===== src/rtl/melody_sequencer_pkg.sv =====
// Shared definitions for the melody sequencer.
//   state_t : playback FSM states
//   tone_w  : width of the tone-code field (rest + NUM_TONES codes)
//   note_w  : width of one note-table entry (tone code above duration)
package melody_sequencer_pkg;

   typedef enum logic [1:0] {
      S_IDLE   = 2'd0,
      S_PLAY   = 2'd1,
      S_PAUSED = 2'd2
   } state_t;

   function automatic int tone_w(input int num_tones);
      return $clog2(num_tones + 1);
   endfunction

   function automatic int note_w(input int num_tones, input int dur_w);
      return tone_w(num_tones) + dur_w;
   endfunction

endpackage


===== src/rtl/melody_sequencer_tone_pwm.sv =====
// tone_pwm: square-wave audio generator for a one-hot tone.
//   CLK  : system clock
//   RSTN : asynchronous active-low reset
//   TONE : one-hot tone select, all-zero = silence
//   PWM  : audio output, held low while TONE is all-zero
// Higher tone index -> shorter half period -> higher pitch.
module tone_pwm #(
   parameter int NUM_TONES = 8,
   parameter int HALF_MIN  = 119289,
   parameter int HALF_STEP = 17037
)(
   input  logic                 CLK,
   input  logic                 RSTN,
   input  logic [NUM_TONES-1:0] TONE,
   output logic                 PWM
);
   localparam int HALF_MAX = HALF_MIN + (NUM_TONES - 1) * HALF_STEP;
   localparam int CW       = $clog2(HALF_MAX + 1);

   logic [CW-1:0] r_cnt;
   logic [CW-1:0] w_half;
   logic          r_lvl;

   always_comb begin
      w_half = CW'(HALF_MAX);
      for (int i = 0; i < NUM_TONES; i++)
         if (TONE[i]) w_half = CW'(HALF_MAX - i * HALF_STEP);
   end

   always_ff @(posedge CLK or negedge RSTN) begin
      if (!RSTN) begin
         r_cnt <= '0;
         r_lvl <= 1'b0;
      end else if (TONE == '0) begin
         r_cnt <= '0;
         r_lvl <= 1'b0;
      end else if (r_cnt >= w_half - 1'b1) begin
         r_cnt <= '0;
         r_lvl <= ~r_lvl;
      end else begin
         r_cnt <= r_cnt + 1'b1;
      end
   end

   // Gate with TONE so a rest silences the output in the same cycle.
   assign PWM = r_lvl & (|TONE);

endmodule


===== src/rtl/melody_sequencer.sv =====
// melody_sequencer: plays a register-based note table as one-hot tones.
//   CLK, RSTN           : clock, asynchronous active-low reset
//   BTN, BTN_s, LEN     : start request, tempo select, melody length
//   STOP, PAUSE, LOOP   : abort, freeze, repeat at end of last note
//   WR_EN/WR_ADDR/WR_DATA : table write port {tone code, duration}, IDLE only
//   TONE, PWM           : one-hot current tone (registered), audio output
//   BUSY, STEP, DONE    : playing/paused, current entry, end-of-melody pulse
module melody_sequencer
   import melody_sequencer_pkg::*;
#(
   parameter int NUM_TONES  = 8,
   parameter int DEPTH      = 16,
   parameter int DUR_W      = 3,
   parameter int BEAT_TICKS = 125000000,
   parameter int FAST_TICKS = 125
)(
   input  logic                                 CLK,
   input  logic                                 RSTN,
   input  logic                                 BTN,
   input  logic                                 BTN_s,
   input  logic                                 STOP,
   input  logic                                 PAUSE,
   input  logic                                 LOOP,
   input  logic [$clog2(DEPTH+1)-1:0]           LEN,
   input  logic                                 WR_EN,
   input  logic [$clog2(DEPTH)-1:0]             WR_ADDR,
   input  logic [note_w(NUM_TONES, DUR_W)-1:0]  WR_DATA,
   output logic [NUM_TONES-1:0]                 TONE,
   output logic                                 PWM,
   output logic                                 BUSY,
   output logic [$clog2(DEPTH)-1:0]             STEP,
   output logic                                 DONE
);
   localparam int TW   = tone_w(NUM_TONES);
   localparam int NW   = TW + DUR_W;
   localparam int AW   = $clog2(DEPTH);
   localparam int LW   = $clog2(DEPTH + 1);
   localparam int MAXT = (BEAT_TICKS > FAST_TICKS) ? BEAT_TICKS : FAST_TICKS;
   localparam int PW   = (MAXT > 1) ? $clog2(MAXT) : 1;

   // Reset asserts asynchronously, releases after two clean edges.
   logic [1:0] r_rst_sync;
   logic       w_rst_n;

   always_ff @(posedge CLK or negedge RSTN) begin
      if (!RSTN) r_rst_sync <= '0;
      else       r_rst_sync <= {r_rst_sync[0], 1'b1};
   end
   assign w_rst_n = r_rst_sync[1];

   state_t          r_state, w_nstate;
   logic [NW-1:0]   r_tbl [DEPTH];
   logic [LW-1:0]   r_len;
   logic [PW-1:0]   r_cmp, r_pre;
   logic [DUR_W-1:0] r_beat;
   logic [AW-1:0]   r_step;
   logic [NUM_TONES-1:0] r_tone;
   logic            r_done;

   logic [NW-1:0]    w_note;
   logic [TW-1:0]    w_code;
   logic [DUR_W-1:0] w_dur, w_dur_m1;
   logic             w_tick, w_adv, w_last, w_start, w_end;

   function automatic logic [NUM_TONES-1:0] tone_dec(input logic [TW-1:0] c);
      tone_dec = '0;
      if (c != '0 && int'(c) <= NUM_TONES) tone_dec = NUM_TONES'(1) << (c - 1'b1);
   endfunction

   assign w_note   = r_tbl[r_step];
   assign w_code   = w_note[NW-1:DUR_W];
   assign w_dur    = w_note[DUR_W-1:0];
   // A zero duration still plays for one beat.
   assign w_dur_m1 = (w_dur == '0) ? '0 : w_dur - 1'b1;
   assign w_tick   = (r_state == S_PLAY) && (r_pre == r_cmp);
   assign w_adv    = w_tick && (r_beat == w_dur_m1);
   assign w_last   = (LW'(r_step) == r_len - 1'b1);
   assign w_start  = (r_state == S_IDLE) && BTN && (LEN != '0);
   assign w_end    = w_adv && w_last && !LOOP;

   // Priority in PLAY: STOP, then melody end, then PAUSE.
   always_comb begin
      w_nstate = r_state;
      case (r_state)
         S_IDLE:   if (w_start) w_nstate = S_PLAY;
         S_PLAY: begin
            if (STOP)       w_nstate = S_IDLE;
            else if (w_end) w_nstate = S_IDLE;
            else if (PAUSE) w_nstate = S_PAUSED;
         end
         S_PAUSED: begin
            if (STOP)        w_nstate = S_IDLE;
            else if (!PAUSE) w_nstate = S_PLAY;
         end
         default:  w_nstate = S_IDLE;
      endcase
   end

   always_ff @(posedge CLK or negedge w_rst_n) begin
      if (!w_rst_n) r_state <= S_IDLE;
      else          r_state <= w_nstate;
   end

   // Counters run on every PLAY cycle (including the one that enters PAUSED)
   // and hold in PAUSED, so paused time never eats into a note.
   always_ff @(posedge CLK or negedge w_rst_n) begin
      if (!w_rst_n) begin
         r_len  <= '0;
         r_cmp  <= '0;
         r_pre  <= '0;
         r_beat <= '0;
         r_step <= '0;
         r_tone <= '0;
         r_done <= 1'b0;
      end else begin
         r_done <= (r_state == S_PLAY) && !STOP && w_end;
         r_tone <= (r_state == S_PLAY) ? tone_dec(w_code) : '0;
         case (r_state)
            S_IDLE: begin
               r_pre <= '0;
               if (w_start) begin
                  r_len  <= LEN;
                  r_cmp  <= BTN_s ? PW'(FAST_TICKS - 1) : PW'(BEAT_TICKS - 1);
                  r_step <= '0;
                  r_beat <= '0;
               end
            end
            S_PLAY: begin
               if (!STOP) begin
                  r_pre <= w_tick ? '0 : r_pre + 1'b1;
                  if (w_adv) begin
                     r_beat <= '0;
                     r_step <= w_last ? '0 : r_step + 1'b1;
                  end else if (w_tick) begin
                     r_beat <= r_beat + 1'b1;
                  end
               end
            end
            default: ;
         endcase
      end
   end

   always_ff @(posedge CLK or negedge w_rst_n) begin
      if (!w_rst_n) begin
         for (int i = 0; i < DEPTH; i++) r_tbl[i] <= '0;
      end else if (r_state == S_IDLE && WR_EN) begin
         r_tbl[WR_ADDR] <= WR_DATA;
      end
   end

   tone_pwm #(.NUM_TONES(NUM_TONES)) u_pwm (
      .CLK  (CLK),
      .RSTN (w_rst_n),
      .TONE (r_tone),
      .PWM  (PWM)
   );

   assign TONE = r_tone;
   assign BUSY = (r_state != S_IDLE);
   assign STEP = r_step;
   assign DONE = r_done;

endmodule


===== config.mk =====
export PLATFORM = sky130hd
export DESIGN_NAME = melody_sequencer
export DESIGN_NICKNAME = d
export VERILOG_FILES = /design/src/rtl/melody_sequencer_pkg.sv /design/src/rtl/melody_sequencer_tone_pwm.sv /design/src/rtl/melody_sequencer.sv
export SDC_FILE = /design/constraint.sdc
export NUM_CORES = 1
export LEC_CHECK = 0
export BUFFER_PORTS_ARGS = -buffer_cell sky130_fd_sc_hd__buf_2
export CAP_MARGIN = 20
export CORE_MARGIN = 1
export CORE_UTILIZATION = 30
export CTS_BUF_LIST = sky130_fd_sc_hd__clkbuf_8
export CTS_CLUSTER_SIZE = 30
export DETAILED_ROUTE_END_ITERATION = 16
export GPL_TIMING_DRIVEN = 0
export HOLD_SLACK_MARGIN = 0.12
export SLEW_MARGIN = 20
export SYNTH_ARGS = -nofsm -noshare
export SYNTH_HDL_FRONTEND = slang
export SYNTH_SLANG_ARGS = --single-unit

===== constraint.sdc =====
create_clock -name CLK -period 6.7 [get_ports CLK]
set_clock_uncertainty 0.15 [all_clocks]
set_input_delay 0.335 -clock CLK [delete_from_list [all_inputs] [get_ports CLK]]
set_output_delay 0.335 -clock CLK [all_outputs]
set_load 0.02 [all_outputs]

## Word-level counts from Yosys, hierarchy flattened

Cells that the tools add are included.
Widths: inputs -> output; s select.

| operators by class | value |
|---|---|
| add/subtract/negate cells | 8 |
| magnitude comparators | 5 |
| equality and inequality tests | 11 |
| shifts and indexed selects | 1 |
| multiplexer cells | 41 |
| bitwise gates (word level) | 4 |
| reduce and logical (&&, ||, !) cells | 27 |

Operators with widths:

| operator | number |
|---|---|
| $mux 18 | 8 |
| $bwmux 112 | 1 |
| $mux 27 | 3 |
| $pmux 27 s2 | 1 |
| $bmux 7 s4 | 1 |
| $demux 7 s4 | 1 |
| $add 27x1->27 const B | 1 |
| $eq 27x27->1 | 1 |
| $mux 7 | 3 |
| $add 18x1->18 const B | 1 |
| $ge 18x18->1 | 1 |
| $sub 18x1->18 const B | 1 |
| $mux 16 | 1 |
| $mux 4 | 4 |
| $mux 8 | 2 |
| $mux 3 | 5 |
| $mux 2 | 6 |
| $logic_and 1x1->1 | 11 |
| $ge 5x5->1 const B | 2 |
| $not 4->5 | 2 |
| $logic_not 8->1 | 1 |
| $pmux 4 s2 | 1 |
| $reduce_and 4->1 | 2 |
| $reduce_or 8->1 | 1 |
| 28 further kinds | 36 |

| storage, ports and cells | value |
|---|---|
| bits in registers | 210 |
| bits of input ports | 24 |
| word-level logic and storage cells | 124 |

## Logic depth before layout (Yosys ltp)

Gate-level depths: netlist of run 1.

| logic depth | value |
|---|---|
| depth after elaboration | 13 |
| mapped depth | 17 |
| gate-level depth less buffers | 16 |

## Modules after synthesis

Synthesis of run 1 repeated with hierarchy kept, for this count alone.

| unflattened totals | value |
|---|---|
| cells, all modules | 837 |
| area total of the unflattened synthesis | 9,660.5 um^2 |

Modules (own cells, without submodules):

| module | times used | cells each | area an instance (um^2) |
|---|---|---|---|
| melody_sequencer | 1 | 665 | 8,161.6 |
| tone_pwm | 1 | 172 | 1,498.9 |

## Worst setup path after synthesis of run 1

No wires, ideal clock.

| timing path | value |
|---|---|
| path kind | register to register |
| start | register r_step[1] (netlist: STEP[1]) |
| end | register r_step[3] (netlist: STEP[3]) |
| setup time | 0.129 ns |
| arrival | 3.258 ns |
| slack | 3.164 ns |
| cell stages (with the launch flop) | 14 |
| buffers on the path | 1 |
| period minus slack after synthesis | 3.536 ns |
| cells stage by stage | dfrtp_1 buf_4 mux4_2 mux2i_1 mux2i_1 or2_2 ha_1 xnor2_1 and3_1 and4_1 o21ai_0 mux2_2 o211ai_1 nand3_1 |

| between the ends | value |
|---|---|
| word-level cells in the longest chain between the ends | 10 |
| elaborated cells on any way between the ends | 17 |

RTL lines:

| what | RTL line | RTL |
|---|---|---|
| start, declared | melody_sequencer.sv:56 | `logic [AW-1:0] r_step;` |
| start signal, assigned | melody_sequencer.sv:133 | `r_step <= w_last ? '0 : r_step + 1'b1;` |
| $not 4->5 (implied by the code) | melody_sequencer.sv:70 | `assign w_note = r_tbl[r_step];` |
| $bmux 7 s4 | melody_sequencer.sv:70 |  |
| $mux 7 (implied by the code) (2 in series) | melody_sequencer.sv:70 |  |
| $sub 3x1->3 or $logic_not 3->1 (tied branches) | melody_sequencer.sv:74 | `assign w_dur_m1 = (w_dur == '0) ? '0 : w_dur - 1'b1;` |
| $mux 3 | melody_sequencer.sv:74 |  |
| $eq 3x3->1 | melody_sequencer.sv:76 | `assign w_adv = w_tick && (r_beat == w_dur_m1);` |
| $logic_and 1x1->1 | melody_sequencer.sv:76 |  |
| $ne 2x2->1 (no line) | n/a |  |
| $reduce_and 4->1 (no line) | n/a |  |

Parallel ways exist; a longest one is shown, timed or not. The select of a mux whose other input is x is not followed.
A chain may end at the register's enable or synchronous reset.

## Worst setup path after layout of run 1

| timing path | value |
|---|---|
| start | register r_step[1] (netlist: STEP[1]) |
| end | register r_done (netlist: DONE) |

| between the ends | value |
|---|---|
| word-level cells in the longest chain between the ends | 11 |
| elaborated cells on any way between the ends | 13 |

RTL lines:

| what | RTL line | RTL |
|---|---|---|
| $not 4->5 (implied by the code) | melody_sequencer.sv:70 |  |
| $bmux 7 s4 | melody_sequencer.sv:70 |  |
| $mux 7 (implied by the code) (2 in series) | melody_sequencer.sv:70 |  |
| $sub 3x1->3 or $logic_not 3->1 (tied branches) | melody_sequencer.sv:74 |  |
| $mux 3 | melody_sequencer.sv:74 |  |
| $eq 3x3->1 | melody_sequencer.sv:76 |  |
| $logic_and 1x1->1 | melody_sequencer.sv:76 |  |
| $logic_and 1x1->1 (*) (2 in series) | melody_sequencer.sv:79 | `assign w_end = w_adv && w_last && !LOOP;` |
| $logic_and 1x1->1 (*) | melody_sequencer.sv:116 | `r_done <= (r_state == S_PLAY) && !STOP && w_end;` |
| end signal, assigned | melody_sequencer.sv:116 |  |
| end, declared | melody_sequencer.sv:58 | `logic r_done;` |

Every way passes the cells marked *; elsewhere a longest branch is shown, timed or not. The select of a mux whose other input is x is not followed.

==> results of run 1 <==
-- synthesized netlist by cell type (7+ instances only) --
| library cell | instances | area share [%] |
|---|---|---|
| dfrtp_1 | 186 | 49 |
| mux2_2 | 119 | 14 |
| nor2_1 | 77 | 3.0 |
| nand2_1 | 58 | 2.3 |
| mux2i_1 | 29 | 3.0 |
| o21ai_0 | 29 | 1.5 |
| ha_1 | 26 | 3.4 |
| clkbuf_1 | 25 | 0.98 |
| nand3_1 | 24 | 1.3 |
| xor2_1 | 22 | 2.0 |
| xnor2_1 | 20 | 1.8 |
| nor3_1 | 19 | 0.99 |
| nand4_1 | 17 | 1.1 |
| mux4_2 | 15 | 3.5 |
| nand2b_1 | 15 | 0.98 |
| a21oi_1 | 14 | 0.73 |
| inv_1 | 14 | 0.55 |
| nor2b_1 | 13 | 0.85 |
| a221oi_1 | 11 | 1.0 |
| and3_1 | 8 | 0.52 |
| nor4_1 | 8 | 0.52 |
| o21a_1 | 7 | 0.55 |
-- cell type report --
class,instances,area share [%]
tap,402,4.58
multi-input combinational,597,43.0
inverter,15,0.513
sequential,186,42.5
clock buffer,17,2.13
clock inverter,15,1.46
timing repair buffer,61,4.29
buffer,36,1.59
antenna,1,0.0228
-- layer usage --
| layer | vias to the layer above | track usage (%) | routed length [µm] |
|---|---|---|---|
| met1 | 3324 | 20.0 | 11200 |
| met2 | 122 | 22.2 | 10100 |
| met4 | 0 | 3.15 | 213 |
| met3 | 20 | 2.96 | 799 |
| li1 | 3174 | - | - |
| met5 | - | 0 | 0 |
-- flip-flops by register name, summed over array words and instances (netlist names), 3 cells and up --
name / flops
TONE: 8
r_cmp: 3
u_pwm.r_cnt: 18
r_pre: 27
r_len: 5
STEP: 4
r_tbl: 112
r_beat: 3
-- cells by family after synthesis --
family          synth area share (%)
simple gates                    13.8
flops                           48.5
compound gates                  6.37
fa+ha+maj                       3.39
mux                             21.5
other cells                   0.0391
xor+xnor                        4.00
buf+inv                         2.40
-- power by group through the flow --
stage	clock, mW	sequential [mW]	combinational (mW)
2_1_floorplan	0	1.50	0.734
3_3_place_gp	0	1.53	0.938
3_5_place_dp	0	1.52	0.984
4_1_cts	0.782	1.50	0.999
5_1_grt	0.826	1.54	1.10
6_report	0.758	1.50	0.986
-- repair_timing --
action / CTS / global route
endpoints found under the hold margin: 54 / 0
setup endpoints to repair: 0 / 0
hold buffers: 21 / 0
-- worst reg2reg max path: stages, from the launching register on --
cell and delay (ps):
dfrtp_1 510, buf_4 250, nor2b_1 110, clkbuf_1 470
a221oi_1 190, a22oi_1 220, nand2_1 150, or2_2 320
inv_1 60, ha_1 200, nor2b_1 60, a22o_1 260
xnor2_1 140, nand4_1 190, or3_1 420, nor3_2 110
dlygate4sd3_1 560
-- path summary, 6_finish.rpt --
check,depth (start not counted),endpoint,slack [ps]
max in group asynchronous,2,r_len[0],5370
worst min register to register,0,r_tbl[77],170
worst max register to register,16,DONE,2280
min in group CLK,0,r_rst_sync[1],220
worst min-delay path,0,r_tbl[77],170
worst max-delay path,16,DONE,2280
==> impl_metrics.json, run 1 <==
{
  "cpMaxStageDelayCell": "dlygate4sd3_1",
  "globalplace.congestion": 0.788,
  "antenna_found_initial": 1,
  "grt_pass1_wl_mm": 36.4,
  "p_leak_nw": 4.68,
  "dp_hpwl_mm": 15.6,
  "fin_crit_ps": 4420,
  "startpoint": "STEP[1]",
  "criticalPathCategory": "reg2reg",
  "start_kind": "register",
  "path_common_cell": "nor2b_1",
  "die_area_mm2": 0.0327,
  "power_density_mw_per_mm2": 296,
  "ys_ff_latch": 186,
  "fmax_mhz": 226,
  "syn_to_final_growth_pct": 14.4,
  "clockBufferDepth": 2,
  "hp-class": "reg2async",
  "rsz0062_at_grt": "no",
  "clock-sinks": 186,
  "final_area_mm2": 0.0110,
  "htree_levels": 4,
  "drtAntennaViolNets": 0,
  "clkPwrFrac_pct": 23.3,
  "mostFrequentLayoutCells": "185 x dfrtp_1, 119 x mux2_2, 77 x nor2_1",
  "power_mw": 3.25,
  "drv_cap": 0,
  "setup_viol": 0,
  "grt_pass1_vias": 6690,
  "synth_warnings": 0,
  "multi_input_area_mm2": 0.00471,
  "fp-row-count": 65,
  "crit_fanout": 10,
  "tightest_slew_ps": 1030,
  "p_sw_share_pct": 34.5,
  "end_kind": "register",
  "whs_ps": 172,
  "cp.required_ps": 6980,
  "slew_headroom_pct": 31.1,
  "async_flop_share_pct": 100,
  "ys_seq_area_share_pct": 48.5,
  "die_h_um": 181,
  "drc": 0,
  "placed_area_mm2": 0.0104,
  "drive_gt1_share_pct": 24.2,
  "initial_utilization_pct": 30.5,
  "place.port_buffers": 36,
  "grt_overflow_total": 0,
  "tns_ps": 0,
  "wire_per_inst_um": 16.8,
  "stdcell_count": 1330,
  "fin_util_pct": 34.9,
  "drt_first_pass_iters": 5,
  "grt_usage_pct": 14.1,
  "dp_slack_ps": 2650,
  "cts_setup_buffers": 0,
  "syn_nets": 884,
  "route.vias.total": 6640,
  "num-fill-cells": 3100,
  "viasPerCell": 4.99,
  "period_share_pct": 66.0,
  "coreArea_mm2": 0.0315,
  "critPathBufInv": 4,
  "hold_viol": 0,
  "worst_slack_ps": 2280,
  "power_frac_comb_pct": 30.4,
  "place_inst": 1276,
  "regToRegStartpoint": "STEP[1]",
  "slew_viol_final": 0,
  "wirelength_mm": 22.3,
  "arrival_ps": 4700,
  "cts_tree": "yes",
  "syn_inst": 834,
  "synth_area_mm2": 0.00959,
  "synth_cell_types": 56,
  "ys.flop_type": "dfrtp_1",
  "postSynthAreaPerCell_um2": 11.5,
  "cts_buffers": 17,
  "seq_area_mm2": 0.00466,
  "critical_path.top_delay_family": "simple AND/OR/NAND/NOR gates",
  "clk_pin_slew_ps": 110,
  "clk_latency_ps": 490,
  "root_buffer": "clkbuf_8",
  "drtIter0Drc": 386,
  "nNetsFinal": 964,
  "power_frac_seq_pct": 46.3,
  "run_status": "finished clean",
  "slowest_delay_ps": 560,
  "switchingPower_mw": 1.12,
  "crit_chain": "buf_4 > nor2b_1 > clkbuf_1 > a221oi_1 > a22oi_1 > nand2_1 > or2_2 > inv_1 > ha_1 > nor2b_1 > a22o_1 > xnor2_1 > nand4_1 > or3_1 > nor3_2 > dlygate4sd3_1",
  "synth_edf_count": 0,
  "layout_commonest_cell": "dfrtp_1",
  "top_level_ports": 39,
  "peakVddDrop_mv": 0.143,
  "cts.repair.resized": 0,
  "grt_max_degree": 42,
  "die_x_um": 181,
  "internal-power_mw": 2.13
}
Note: power is estimated with default switching activity, not from simulation.
==> run 2, diff against run 1 <==
--- a/config.mk
+++ b/config.mk
@@ -5,6 +5,7 @@
 export SDC_FILE = /design/constraint.sdc
 export NUM_CORES = 1
 export LEC_CHECK = 0
+export ABC_AREA = 1
 export BUFFER_PORTS_ARGS = -buffer_cell sky130_fd_sc_hd__buf_2
 export CAP_MARGIN = 20
 export CORE_MARGIN = 1
==> constraint.sdc (replaced) <==
create_clock -name CLK -period 4.1 [get_ports CLK]
set_clock_uncertainty 0.15 [all_clocks]
set_input_delay 0.205 -clock CLK [delete_from_list [all_inputs] [get_ports CLK]]
set_output_delay 0.205 -clock CLK [all_outputs]
set_load 0.02 [all_outputs]
==> run 2 against run 1 <==
Non-clock buffer count rose by 20. Cell area rose by 3.4%. Area after synthesis rose by 2.4%. Hold slack worse by 31 ps. Critical path type unchanged. Largest cell class is now flip-flops and latches.
==> impl_metrics.json, run 2 <==
{
  "hp-class": "reg2async",
  "synth_top_cell_area_share_pct": 47.4,
  "route.vias.total": 8591,
  "initial_utilization_pct": 30.8,
  "cts_tree": "yes",
  "synth_edf_count": 0,
  "power_density_mw_per_mm2": 623,
  "clkPwrFrac_pct": 20.0,
  "syn_inst": 1248,
  "clk_pin_slew_ps": 100,
  "clockBufferDepth": 2,
  "postSynthAreaPerCell_um2": 7.87,
  "power_mw": 7.08,
  "power_frac_seq_pct": 39.6,
  "die_area_mm2": 0.0335,
  "clock-sinks": 186,
  "die_x_um": 183,
  "power_frac_comb_pct": 40.5,
  "fmax_mhz": 278,
  "drtAntennaViolNets": 0,
  "tightest_slew_ps": 710,
  "cts_buffers": 17,
  "synth_cell_types": 47,
  "dp_hpwl_mm": 19.0,
  "wirelength_mm": 25.7,
  "place.port_buffers": 38,
  "root_buffer": "clkbuf_8",
  "clk_latency_ps": 480,
  "run_status": "finished clean",
  "drv_cap": 0,
  "largest_reg_flops": 112,
  "ys.flop_type": "dfrtp_1",
  "synthTopCellsByArea": "dfrtp_1 47%, nand2_1 13%, o21ai_0 8.1%",
  "die_h_um": 183,
  "cts_setup_buffers": 0,
  "peakVddDrop_mv": 0.240,
  "nNetsFinal": 1383,
  "coreArea_mm2": 0.0319,
  "antenna_found_initial": 0,
  "p_sw_share_pct": 42.0,
  "period_share_pct": 87.9,
  "mostFrequentLayoutCells": "329 x nand2_1, 185 x dfrtp_1, 159 x o21ai_0",
  "ys_ff_latch": 186,
  "async_flop_share_pct": 100,
  "num-fill-cells": 3425,
  "criticalPathCategory": "reg2reg",
  "tns_ps": 0,
  "grt_pass1_vias": 8364,
  "htree_levels": 4,
  "drt_first_pass_iters": 5,
  "switchingPower_mw": 2.97,
  "top_register": "r_tbl",
  "diodes": 0,
  "wire_per_inst_um": 14.4,
  "synth.largest_area_cell": "dfrtp_1",
  "rsz0062_at_grt": "no",
  "top_level_ports": 39,
  "top_regs": "r_tbl x112, r_pre x27, u_pwm.r_cnt x18",
  "synth_area_mm2": 0.00982,
  "slew_viol_final": 0,
  "grt_pass1_wl_mm": 43.0,
  "cts.repair.resized": 0,
  "start_kind": "register",
  "setup_viol": 0,
  "synth_warnings": 0,
  "syn_to_final_growth_pct": 15.5,
  "globalplace.congestion": 0.903,
  "viasPerCell": 4.82,
  "slew_headroom_pct": 52.7,
  "fp-row-count": 65,
  "grt_usage_pct": 16.2,
  "internal-power_mw": 4.11,
  "hold_viol": 0,
  "drc": 0,
  "fin_crit_ps": 3600,
  "grt_max_degree": 57,
  "yosysMostFrequentCell": "nand2_1",
  "p_leak_nw": 5.30,
  "cp.required_ps": 4320,
  "ys_seq_area_share_pct": 47.4,
  "syn_nets": 1298,
  "drtIter0Drc": 614,
  "fin_util_pct": 35.6,
  "grt_overflow_total": 0,
  "layout_commonest_cell": "nand2_1",
  "cts-hold-fix-buffers": 25,
  "drive_gt1_share_pct": 10.1,
  "end_kind": "register",
  "yosys-top-cells-count": "329 x nand2_1, 186 x dfrtp_1, 159 x o21ai_0, 133 x nor2_1, 108 x inv_1",
  "arrival_ps": 3820,
  "crit_fanout": 10
}
-- run 2: kinds of logic after synthesis --
| family | share of synthesized area [%] |
|---|---|
| XOR/XNOR | 2.50 |
| buffers and inverters | 7.16 |
| other | 0.0382 |
| flip-flops | 47.4 |
| adder cells (fa/ha/maj) | 3.31 |
| AO/OA/AOI/OAI | 12.1 |
| AND/OR/NAND/NOR | 27.5 |
-- run 2: final cells by class --
cell class                 instances  area (µm²)  share of cell area (%)
sequential                       186        4660                    41.0
inverter                         116         437                    3.85
clock buffer                      18         248                    2.18
timing repair buffer              66         523                    4.61
tap                              435         544                    4.80
clock inverter                    14         206                    1.82
buffer                            51         267                    2.35
multi-input combinational        895        4470                    39.4
-- run 2: layer usage --
layer | up-vias | track usage [%] | wire [µm]
met1 | 4108 | 22.4 | 12200
met4 | 0 | 4.80 | 477
li1 | 4246 | - | -
met5 | - | 0 | 0
met3 | 37 | 2.58 | 1380
met2 | 200 | 25.8 | 11600
-- run 2: metrics by stage --
step / worst slack [ps] / area (µm²) / instances / hold slack [ps]
CTS: 579 / 11300 / 1781 / 149
detailed placement: 580 / 10600 / 1724 / -158
global placement: -373 / 10600 / 1721 / -160
floorplan: 881 / 9830 / 1248 / -241
finish: 497 / 11300 / 1781 / 141
global route: 327 / 11300 / 1781 / 186
-- run 2: worst max-delay path: stages, from the launching register on --
cell and delay, ps:
dfrtp_1 470, inv_1 220, clkbuf_1 550, nand3_1 160, nand3_1 110, nand2_1 70
nand2_2 100, nor2_4 50, inv_1 50, ha_1 180, nor2_1 60, nand3b_1 150
nor2_1 130, nand2_1 60, nor2_1 80, nand4_1 170, nand4_1 120, dlygate4sd3_1 550
nand2_1 50
-- run 2: worst paths after layout --
check / slack [ps] / from / to / cells after the start
hold reg to reg: 140 / r_rst_sync[1] / r_tbl[8] / 0
min in group CLK: 170 / BTN / r_cmp[5] / 5
hold / removal: 140 / r_rst_sync[1] / r_tbl[8] / 0
setup reg to reg: 500 / STEP[1] / r_state[1] / 18
max in group asynchronous: 2700 / r_rst_sync[1] / TONE[2] / 2
setup / recovery: 500 / STEP[1] / r_state[1] / 18
-- run 2: power groups by stage --
stage          Sequential [mW]  Combinational [mW]  Clock (mW)
2_1_floorplan             2.77                2.05           0
3_3_place_gp              2.85                2.72           0
3_5_place_dp              2.83                2.84           0
4_1_cts                   2.80                2.87        1.45
5_1_grt                   2.88                3.29        1.50
6_report                  2.80                2.86        1.41
==> run 3, diff against run 2 <==
--- a/config.mk
+++ b/config.mk
@@ -5,7 +5,6 @@
 export SDC_FILE = /design/constraint.sdc
 export NUM_CORES = 1
 export LEC_CHECK = 0
-export ABC_AREA = 1
 export BUFFER_PORTS_ARGS = -buffer_cell sky130_fd_sc_hd__buf_2
 export CAP_MARGIN = 20
 export CORE_MARGIN = 1
@@ -13,9 +12,8 @@
 export CTS_BUF_LIST = sky130_fd_sc_hd__clkbuf_8
 export CTS_CLUSTER_SIZE = 30
 export DETAILED_ROUTE_END_ITERATION = 16
-export GPL_TIMING_DRIVEN = 0
 export HOLD_SLACK_MARGIN = 0.12
-export SLEW_MARGIN = 20
+export SLEW_MARGIN = 10
 export SYNTH_ARGS = -nofsm -noshare
 export SYNTH_HDL_FRONTEND = slang
 export SYNTH_SLANG_ARGS = --single-unit
==> run 3 against run 2 <==
Utilization down 1.1 points. First-iteration DRC count down 37%. Combinational power down 44%. Cell area down 4.4%. Hold slack better by 26 ps. Non-clock buffer count down 44. Clock-buffer cell count down 1. Sequential cell count unchanged. Via count down 25%. Die area down 2.3%.
==> impl_metrics.json, run 3 (synthesis gave the netlist of run 1 again) <==
{
  "run_status": "finished clean",
  "clock-sinks": 186,
  "drive_gt1_share_pct": 25.2,
  "wirelength_mm": 21.2,
  "antenna_found_initial": 0,
  "route.vias.total": 6439,
  "setup_viol": 0,
  "mostFrequentLayoutCells": "183 x dfrtp_1, 119 x mux2_2, 77 x nor2_1",
  "initial_utilization_pct": 30.5,
  "htree_levels": 4,
  "grt_pass1_vias": 6465,
  "grt_overflow_total": 0,
  "dp_slack_ps": 377,
  "hp-class": "in2reg",
  "drv_cap": 0,
  "globalplace.congestion": 0.807,
  "r2r_cells": 13,
  "fp-row-count": 65,
  "die_x_um": 181,
  "grt_pass1_wl_mm": 35.0,
  "cts_tree": "yes",
  "r2r-end": "STEP[3]",
  "hold_viol": 0,
  "tns_ps": 0,
  "root_buffer": "clkbuf_8",
  "wire_per_inst_um": 16.3,
  "layout_commonest_cell": "dfrtp_1",
  "syn_to_final_growth_pct": 13.1,
  "clk_pin_slew_ps": 100,
  "clockBufferDepth": 2,
  "crit_fanout": 20,
  "cpMaxStageDelayCell": "mux4_1",
  "whs_endpoint": "r_cmp[5]",
  "slew_headroom_pct": 31.1,
  "drtIter0Drc": 386,
  "cts_buffers": 17,
  "tightest_slew_ps": 1030,
  "regToRegSetupSlack_ps": 460,
  "slowest_delay_ps": 600,
  "rsz0062_at_grt": "no",
  "fin_util_pct": 34.5,
  "fin_crit_ps": 3640,
  "grt_usage_pct": 13.5,
  "clk_latency_ps": 480,
  "critical_path.top_delay_family": "multiplexers",
  "criticalPathCategory": "reg2reg",
  "diodes": 0,
  "cp.required_ps": 4310,
  "largest_reg_flops": 112,
  "worst_slack_ps": 459,
  "place.port_buffers": 38,
  "drc": 0,
  "regToRegStartpoint": "STEP[0]",
  "drtAntennaViolNets": 0,
  "path_common_cell": "mux2i_1",
  "p_leak_nw": 4.62,
  "peakVddDrop_mv": 0.216,
  "cts_setup_buffers": 0,
  "slew_viol_final": 0,
  "drt_first_pass_iters": 4,
  "arrival_ps": 3850,
  "die_area_mm2": 0.0327,
  "dp_hpwl_mm": 15.2,
  "start_kind": "register",
  "die_h_um": 181,
  "coreArea_mm2": 0.0315,
  "worstHoldStart": "LEN[2]",
  "critPathBufInv": 1,
  "worstHoldPathCells": 5,
  "end_kind": "register",
  "power_density_mw_per_mm2": 490,
  "crit_chain": "buf_4 > mux4_1 > mux2i_1 > mux2i_1 > ha_1 > xnor2_1 > nand2_1 > nor2_1 > o2111a_1 > o21ai_0 > mux2_2 > o211ai_1 > nand3_1",
  "top_regs": "r_tbl x112, r_pre x27, u_pwm.r_cnt x18",
  "top_level_ports": 39,
  "fmax_mhz": 275,
  "nNetsFinal": 940,
  "top_register": "r_tbl",
  "whs_ps": 168,
  "grt_max_degree": 73,
  "viasPerCell": 4.93,
  "period_share_pct": 88.8
}
-- run 3: cell types whose count changed in the layout (fill, tap and decap cells not counted), moves of 29 or more --
cell and delta:
clkbuf_1 -30, inv_1 -94, mux2_2 +119, mux2i_1 +29, nand2_1 -271, nand3_1 -43, nor2_1 -56, o21ai_0 -130
-- run 3: repair_timing --
action | 4_1_cts | 5_1_grt
endpoints found under the setup margin | 0 | 2
gates resized for setup | 0 | 1
endpoints found under the hold margin | 129 | 0
hold buffers | 20 | 0
-- run 3: final cells by class --
class,count,area (µm²)
clock buffer,17,234
clock inverter,15,161
fill,3143,20600
inverter,15,56.3
multi-input combinational,597,4710
sequential,186,4660
tap,402,503
timing repair buffer,73,528
-- run 3: power by group --
part	internal (mW)	switching, mW	leakage [nW]
logic	0.781	0.807	2.02
clock network	0.505	0.736	0.189
registers	2.21	0.276	2.41
-- run 3: tightest hold or removal path: cells and delay by family --
family	cells	cell delay, ps
compound gates	1	80
simple gates	2	180
buf+inv	2	290
-- run 3: how the worst max path moves through the flow --
stage | from | to | slack [ps] | cells after the start
after floorplan | STEP[1] | STEP[3] | 560 | 13
after global placement | STEP[1] | STEP[3] | 470 | 15
after detailed placement | STEP[1] | STEP[3] | 380 | 14
after CTS | STEP[1] | STEP[3] | 350 | 15
after global routing | STEP[1] | STEP[3] | 20 | 15
final | STEP[0] | STEP[3] | 460 | 13
-- run 3: per-layer routing --
layer	GRT usage (%)	share of wire (%)	vias up
li1	-	-	3110
met1	18.7	49	3226
met2	21.1	46	83
met3	2.94	3.5	20
met4	3.69	1.2	0
met5	0	0	-
-- run 3: metrics by stage --
stage / std cells / total power [mW] / cell area [µm²]
floorplan: 834 / 3.65 / 9590
global placement: 1253 / 4.06 / 10300
detailed placement: 1253 / 4.11 / 10300
CTS: 1305 / 5.38 / 10900
global route: 1305 / 5.68 / 10900
finish: 1305 / 5.32 / 10900
